<file path="src/rtl/demorgan_pkg.sv">
`default_nettype none
// ============================================================================
// Module   : demorgan_pkg
// Brief    : Shared state encoding, vector count and golden gate functions.
// Revision : 1.0 - initial release
// ============================================================================
package demorgan_pkg;

  typedef enum logic [1:0] {
    ST_IDLE  = 2'd0,
    ST_DRIVE = 2'd1,
    ST_CHECK = 2'd2,
    ST_DONE  = 2'd3
  } state_t;

  localparam int NUM_VEC = 4;

  function automatic logic gold_nor(input logic a, input logic b);
    return ~(a | b);
  endfunction

  function automatic logic gold_nand(input logic a, input logic b);
    return ~(a & b);
  endfunction

endpackage
`default_nettype wire

</file>
<file path="src/rtl/demorgan_check.sv">
`default_nettype none
// ============================================================================
// Module   : demorgan_check
// Brief    : Combinational cross-check of the four gate outputs for one vector.
// Revision : 1.0 - initial release
// ============================================================================
module demorgan_check
  import demorgan_pkg::*;
(
  input  logic i_a,
  input  logic i_b,
  input  logic i_y_nor,
  input  logic i_y_andn,
  input  logic i_y_nand,
  input  logic i_y_orn,
  output logic o_vec_ok
);

  // Both De Morgan identities must hold and each pair must match the golden gate.
  assign o_vec_ok = (i_y_nor  == i_y_andn) &&
                    (i_y_nand == i_y_orn)  &&
                    (i_y_nor  == gold_nor(i_a, i_b)) &&
                    (i_y_nand == gold_nand(i_a, i_b));

endmodule
`default_nettype wire

</file>
<file path="src/rtl/demorgan_sweep_ctrl.sv">
`default_nettype none
// ============================================================================
// Module   : demorgan_sweep_ctrl
// Brief    : Button-started sweep of all four {a,b} vectors with dwell,
//            per-vector checking, verdict accumulation and LED reporting.
// Revision : 1.0 - initial release
// ============================================================================
module demorgan_sweep_ctrl
  import demorgan_pkg::*;
#(
  parameter int unsigned DWELL_CYCLES = 50_000_000,
  parameter int unsigned CNT_W        = $clog2(DWELL_CYCLES)
) (
  input  logic       clk,
  input  logic       rst_n,
  input  logic       start,
  input  logic       y_nor,
  input  logic       y_andn,
  input  logic       y_nand,
  input  logic       y_orn,
  output logic       a,
  output logic       b,
  output logic       busy,
  output logic       done,
  output logic       pass,
  output logic [2:0] err_cnt,
  output logic [1:0] first_fail,
  output logic [1:0] vec_idx,
  output logic       redled,
  output logic       greenled,
  output logic       blueled
);

  localparam logic [CNT_W-1:0] c_TERM     = CNT_W'(DWELL_CYCLES - 1);
  localparam logic [1:0]       c_LAST_VEC = 2'(NUM_VEC - 1);

  logic r_sync1, r_sync2, r_sync3;
  logic w_start_edge;

  state_t           r_state, w_nxt_state;
  logic [CNT_W-1:0] r_cnt, w_nxt_cnt;
  logic [1:0]       r_vec_idx, w_nxt_idx;
  logic [1:0]       r_first_fail, w_nxt_ff;
  logic [2:0]       r_err_cnt, w_nxt_err;
  logic             r_a, r_b, w_nxt_a, w_nxt_b;
  logic             r_busy, w_nxt_busy;
  logic             r_done, w_nxt_done;
  logic             r_pass, w_nxt_pass;
  logic             w_vec_ok;

  // Two metastability flops, then a third register purely for edge detection.
  always_ff @(posedge clk or negedge rst_n) begin
    if (!rst_n) begin
      r_sync1 <= 1'b0;
      r_sync2 <= 1'b0;
      r_sync3 <= 1'b0;
    end else begin
      r_sync1 <= start;
      r_sync2 <= r_sync1;
      r_sync3 <= r_sync2;
    end
  end

  assign w_start_edge = r_sync2 & ~r_sync3;

  demorgan_check u_check (
    .i_a      (r_a),
    .i_b      (r_b),
    .i_y_nor  (y_nor),
    .i_y_andn (y_andn),
    .i_y_nand (y_nand),
    .i_y_orn  (y_orn),
    .o_vec_ok (w_vec_ok)
  );

  always_ff @(posedge clk or negedge rst_n) begin
    if (!rst_n) begin
      r_state      <= ST_IDLE;
      r_cnt        <= '0;
      r_vec_idx    <= 2'd0;
      r_first_fail <= 2'd0;
      r_err_cnt    <= 3'd0;
      r_a          <= 1'b0;
      r_b          <= 1'b0;
      r_busy       <= 1'b0;
      r_done       <= 1'b0;
      r_pass       <= 1'b0;
    end else begin
      r_state      <= w_nxt_state;
      r_cnt        <= w_nxt_cnt;
      r_vec_idx    <= w_nxt_idx;
      r_first_fail <= w_nxt_ff;
      r_err_cnt    <= w_nxt_err;
      r_a          <= w_nxt_a;
      r_b          <= w_nxt_b;
      r_busy       <= w_nxt_busy;
      r_done       <= w_nxt_done;
      r_pass       <= w_nxt_pass;
    end
  end

  always_comb begin
    w_nxt_state = r_state;
    w_nxt_cnt   = r_cnt;
    w_nxt_idx   = r_vec_idx;
    w_nxt_ff    = r_first_fail;
    w_nxt_err   = r_err_cnt;
    w_nxt_a     = r_a;
    w_nxt_b     = r_b;
    w_nxt_busy  = r_busy;
    w_nxt_done  = 1'b0;
    w_nxt_pass  = r_pass;
    case (r_state)
      ST_IDLE, ST_DONE: begin
        if (w_start_edge) begin
          w_nxt_state = ST_DRIVE;
          w_nxt_cnt   = '0;
          w_nxt_idx   = 2'd0;
          w_nxt_ff    = 2'd0;
          w_nxt_err   = 3'd0;
          w_nxt_a     = 1'b0;
          w_nxt_b     = 1'b0;
          w_nxt_busy  = 1'b1;
          w_nxt_pass  = 1'b0;
        end
      end
      ST_DRIVE: begin
        if (r_cnt == c_TERM) w_nxt_state = ST_CHECK;
        else                 w_nxt_cnt   = r_cnt + CNT_W'(1);
      end
      ST_CHECK: begin
        if (!w_vec_ok) begin
          w_nxt_err = r_err_cnt + 3'd1;
          if (r_err_cnt == 3'd0) w_nxt_ff = r_vec_idx;
        end
        if (r_vec_idx == c_LAST_VEC) begin
          // Verdict uses the updated count so the final vector is included.
          w_nxt_state = ST_DONE;
          w_nxt_busy  = 1'b0;
          w_nxt_done  = 1'b1;
          w_nxt_pass  = (w_nxt_err == 3'd0);
          w_nxt_a     = 1'b0;
          w_nxt_b     = 1'b0;
        end else begin
          w_nxt_state          = ST_DRIVE;
          w_nxt_idx            = r_vec_idx + 2'd1;
          {w_nxt_a, w_nxt_b}   = r_vec_idx + 2'd1;
          w_nxt_cnt            = '0;
        end
      end
      default: ;
    endcase
  end

  always_comb begin
    redled   = 1'b0;
    greenled = 1'b0;
    blueled  = 1'b0;
    case (r_state)
      ST_DRIVE, ST_CHECK: begin
        redled   = y_nor;
        greenled = y_nand;
        blueled  = w_vec_ok;
      end
      ST_DONE: begin
        redled  = ~r_pass;
        blueled = r_pass;
      end
      default: ;
    endcase
  end

  assign a          = r_a;
  assign b          = r_b;
  assign busy       = r_busy;
  assign done       = r_done;
  assign pass       = r_pass;
  assign err_cnt    = r_err_cnt;
  assign first_fail = r_first_fail;
  assign vec_idx    = r_vec_idx;

endmodule
`default_nettype wire

</file>
<file path="config.mk">
export PLATFORM = sky130hd
export DESIGN_NAME = demorgan_sweep_ctrl
export DESIGN_NICKNAME = d
export VERILOG_FILES = /design/src/rtl/demorgan_pkg.sv /design/src/rtl/demorgan_check.sv /design/src/rtl/demorgan_sweep_ctrl.sv
export SDC_FILE = /design/constraint.sdc
export NUM_CORES = 1
export LEC_CHECK = 0
export ABC_AREA = 1
export CAP_MARGIN = 0
export CORE_MARGIN = 5
export CORE_UTILIZATION = 30
export CTS_CLUSTER_SIZE = 12
export DETAILED_ROUTE_END_ITERATION = 12
export SYNTH_ARGS = -nofsm -noshare
export SYNTH_HDL_FRONTEND = slang
export SYNTH_SLANG_ARGS = --single-unit
</file>
<file path="constraint.sdc">
create_clock -name clk -period 3.5 [get_ports clk]
set_input_delay 0.875 -clock clk [delete_from_list [all_inputs] [get_ports clk]]
set_output_delay 0.875 -clock clk [all_outputs]
set_load 0.02 [all_outputs]
</file>
# Yosys cells after proc, flatten, opt, wreduce, memory -nomap -nowiden
# Index checks and enable logic that the tools add are counted.
# op_classes
add_sub_neg,3
eq_ne,16
n_mux,33
bitwise_logic,7
reduce_logical,15
# ops
cell,count
2-to-1 mux 26 bit,3
one-hot mux 26 bit (3 select lines),1
adder 26 x 1 -> 26 bit (second input constant),1
equality test 26 bit (second input constant),1
2-to-1 mux 2 bit,7
inequality test 2 bit (second input constant),7
one-hot mux 1 bit (2 select lines),6
2-to-1 mux 1 bit,9
2-to-1 mux 3 bit,3
AND reduction 3 bit,3
one-hot mux 2 bit (2 select lines),2
equality test 2 bit (second input constant),3
zero test 3 bit,2
one-hot mux 2 bit (3 select lines),1
one-hot mux 3 bit (2 select lines),1
equality test 1 bit,4
NOT 1 bit,4
AND reduction 2 bit,2
AND reduction 4 bit,1
OR reduction 2 bit,2
adder 3 x 1 -> 3 bit (second input constant),1
logical AND 1 bit,3
adder 2 x 1 -> 2 bit (second input constant),1
AND 1 bit,2
4 further kinds,4
# word_totals
register_bits,43
input_bits,7
elab_cells,87

# Depth between registers and ports, before layout
# Gate-level depths: netlist (run 1).
# logic_depth
word_depth,10
mapped_depth,10
depth_no_buf,10

# By module
# From an unflattened synthesis (run 1), not the netlist that was laid out.
# hier_totals
cells_unflattened,377
hier_area_um2,2781.4
# by_module_without_submodules
mod,n_inst,cells_each,area_each_um2,seq_area_each_um2
demorgan_sweep_ctrl,1,364,2727.6,1076.0
demorgan_check,1,13,53.8,0.0

# Worst setup path after synthesis (run 1)
# No wires, ideal clock.
# synth_timing
path_type,input -> output
start,in y_andn
end,out blueled
t_arrival_ns,1.584
slack_ns,1.041
cell_stages,5
path_cell_list,nor2_1 -> nor2_1 -> nor2_1 -> nand3_1 -> a21oi_1
# synth_via
elab_chain_cells,5
# synth_lines
item,line_no,rtl
"start, declared",demorgan_sweep_ctrl.sv:18,"input logic y_andn,"
equality test 1 bit,demorgan_check.sv:20,assign o_vec_ok = (i_y_nor == i_y_andn) &&
logical AND 1 bit,demorgan_check.sv:20,
logical AND 1 bit,demorgan_check.sv:21,(i_y_nand == i_y_orn) &&
logical AND 1 bit,demorgan_check.sv:22,"(i_y_nor == gold_nor(i_a, i_b)) &&"
one-hot mux 1 bit (2 select lines),demorgan_sweep_ctrl.sv:159,case (r_state)
"end, declared",demorgan_sweep_ctrl.sv:31,output logic blueled
# Every way passes these cells.

# Final worst setup path (run 1)
# layout_timing
start,in y_nor
end,out redled
# layout_via
elab_chain_cells,1
# layout_lines
item,line_no,rtl
"start, declared",demorgan_sweep_ctrl.sv:17,"input logic y_nor,"
one-hot mux 1 bit (2 select lines),demorgan_sweep_ctrl.sv:159,
"end, declared",demorgan_sweep_ctrl.sv:29,"output logic redled,"
# Every way passes these cells.

==> results of run 1 <==
[area by class of cell]
cell class	instances	area (um^2)	share of cell area, %
Sequential cell	43	1080	32.0
Clock buffer	8	100	2.98
Tap cell	133	166	4.95
Multi-Input combinational cell	312	1640	48.7
Timing Repair Buffer	23	223	6.63
Inverter	42	158	4.69
[flip-flops by register name, indices dropped and copies added (netlist names)]
register,flops
r_cnt,26
vec_idx,2
first_fail,2
done,1
r_sync1,1
err_cnt,3
b,1
a,1
r_sync3,1
pass,1
r_state,2
busy,1
r_sync2,1
[power by group]
part           switching (mW)  total, mW  leakage, nW  internal [mW]
Sequential             0.0654      0.621        0.584          0.555
Combinational           0.581      0.841        0.799          0.260
Clock                   0.176      0.357       0.0515          0.180
Total                   0.823       1.82         1.43          0.995
[routing by layer]
metal  track usage (%)  up-vias
met5                 0        -
met4              3.21        0
met3              2.99        7
met2              18.8       50
met1              15.8     1136
li1                  -     1324
[worst max path at each step]
stage,endpoint,slack [ns],startpoint,cells after the start
finish,redled,0.45,y_nor,4
global route,blueled,0.34,y_nor,8
CTS,blueled,0.13,y_nor,8
detailed placement,blueled,0.14,y_nor,8
global placement,blueled,0.18,y_nor,8
floorplan,blueled,1.04,y_andn,5
[what timing repair did]
item                       4_1_cts  5_1_grt
gates resized for setup          0        1
setup endpoints to repair        0        1
hold endpoints to repair         0        0
[critical path: cells and delay by family]
family,cells,cell delay (ns)
AND/OR/NAND/NOR,1,0.06
buffers and inverters,2,1.11
AO/OA/AOI/OAI,1,0.14
[cells by family after synthesis]
| group | Yosys count | synth area share, % |
|---|---|---|
| adder cells (fa/ha/maj) | 9 | 3.77 |
| AO/OA/AOI/OAI | 50 | 12.2 |
| flip-flops | 43 | 36.0 |
| buffers and inverters | 50 | 9.13 |
| XOR/XNOR | 2 | 0.587 |
| AND/OR/NAND/NOR | 251 | 38.2 |
[cells in the final DEF (no fill, tap or decap), types with 2 or more instances in the layout]
cell / netlist / routed
nand2_1: 121 / 121
nand4_1: 3 / 3
or2_2: 5 / 5
o21ai_2: 25 / 25
nand2_2: 24 / 24
nor2_1: 50 / 50
dfrtp_1: 43 / 43
ha_1: 9 / 9
clkbuf_8: 0 / 7
o211ai_1: 2 / 2
clkdlybuf4s50_1: 0 / 19
inv_1: 40 / 40
o21ai_0: 11 / 11
o21bai_1: 6 / 6
a21oi_1: 4 / 4
nor2_4: 3 / 3
buf_4: 1 / 2
nand3_1: 38 / 38
==> results.md, run 1 <==
- Outcome: finished, final reports clean
- Largest area contributor in the netlist: dfrtp_1
- Initial antenna violation count: 0
- Most frequent CP cell: clkdlybuf4s50_1
- Seq/Total Area, Yosys: about 36%
- Max Clk Rate: roughly 0.33 GHz
- Routability cong.: 0.871
- Detail Route Antenna Nets: 0
- Longest Clk Path Bufs: 2
- Grt ovf: 0
- Largest net degree at the start of global routing: 53
- TritonCTS Buffers: 5
- RSZ-0062 raised after global routing: no
- Setup Skew: approximately 0.0080 ns
- Worst endpoint required time: ~2.6 ns
- Avg WL per Cell: about 11 um
- Die Span Y: ~110 um
- Root Buffer: clkbuf_8
- Drt drc: 0
- Crit-path cells: clkdlybuf4s50_1 -> nand2_1 -> a21oi_1 -> clkdlybuf4s50_1
- Fill cell count: between 1k and 1.5k
- Max Used Layer: met4
- Final slew viol count: 0
- Final WL: between 6000 and 7000 um
- Num rows: 36
- Ys flop type: dfrtp_1
- Total power: approximately 1.8 mW
- Min setup slack post-route: about 0.45 ns
- First-pass GRT wire length: 11400 um
- Worst-margin pin slew: ~1 ns
- Cts hold-fix bufs: 0
- Cells after Synth: around 400
- Total negative setup slack: 0 ns
- Post-DP Area: approximately 3300 um^2
- CP max-delay cell: clkdlybuf4s50_1
- Post-route cell area: 3360 um^2
- Hold Crit Start: r_sync1$_DFF_PN0_
- Via density: approximately 4.5
- Ys async rst share: 100%
- Setup Buffers After CTS: 0
- Via count: roughly 2.5k
- Max VDD drop: 0.413 mV
- Power per cell area: approximately 540 nW/um^2
- I/O pins: 22
- Die width: between 100 and 150 um
- Hold Path Cell Cnt: 0
- Worst reg2reg endpoint: first_fail[1]$_DFFE_PN0P_
- Worst-path clk slew: ~0.080 ns
- Yosys top cell area share: between 30% and 40%
- Final setup fails: 0
- Core Util, Final: around 35%
- Worst R2R Setup Slack: around 1.5 ns
- Yosys warns: 0
- Area Overhead vs Synth: 12.5%
- Iteration-0 DRC Markers: between 100 and 150
- Synth top area cells: dfrtp_1, nand2_1, o21ai_2, nand3_1, nor2_1
- Worst hold slack: around 0.36 ns
- Hold Path End: r_sync2$_DFF_PN0_
- Tcrit/Tclk final: slightly below 90%
- CTS tree: done
- Leak pwr: 1.43 nW
- CTS sink cnt: between 40 and 50
- HP Class: flip-flop to flip-flop
- R2r worst-path depth: 8
- Largest fanout on the critical path: 3
- Post-synth EDFFs: 0
- Mean post-synth cell area: roughly 7.4 um^2
- Top-count cell post-synth: nand2_1
- Setup Crit Path Kind: primary input to output pin
- Worst setup SP type: primary input
- CP max stage delay: approximately 0.62 ns
- Headroom to the max-slew limit: 33.5%
- WL met1: about 3200 um
- Die area: approximately 12000 um^2
- Syn_nets: ~420
- Final Critical Period: 3.05 ns
- Max-cap violation count: 0
- Reg2Reg Launch Point: r_state[0]$_DFFE_PN0P_
- Port Buffer Count: 21
- CP Capture Type: output pin
- Number of synthesized register bits: 43
- Netlist cell types: 31
- Pre-antenna DRT Iters: 4
- Diodes inserted: 0
- WL met2: between 2000 and 3000 um
- Final hold vios: 0
- GRT Overall Usage: 11.8%
- # placed instances: 553
- Fin cells: about 560
- Commonest cells post-synth: nand2_1, nor2_1, dfrtp_1, inv_1, nand3_1
- Core Box Area: around 10000 um^2
- Pre-CTS setup slack: around 0.14 ns
- Skew-Pair Late Insertion Delay: about 0.30 ns
- Final #Nets: around 440
- Layout cells sized above 1: 16.8%
- Vias in the first global route: 2524
- Worst Path Arrival: approximately 2.2 ns
- Hpwl dp: approximately 4700 um
- Met3 routed WL: 288 um
- Initial Utilization: 30.7%
- Synthesized area: ~3000 um^2
- H-tree depth: 2
(Power assumes the default switching activity.)
==> inputs of run 2 (changes only) <==
CTS_CLUSTER_SIZE = 14   (was 12)
==> results of run 2 <==
Same layout as run 1: the final DEF is identical, and so are final timing and power.
==> inputs of run 3 (changes only) <==
ABC_CLOCK_PERIOD_IN_PS = 3500   (was not set)
==> results of run 3 <==
Same layout as run 1: the final DEF is identical, and so are final timing and power.
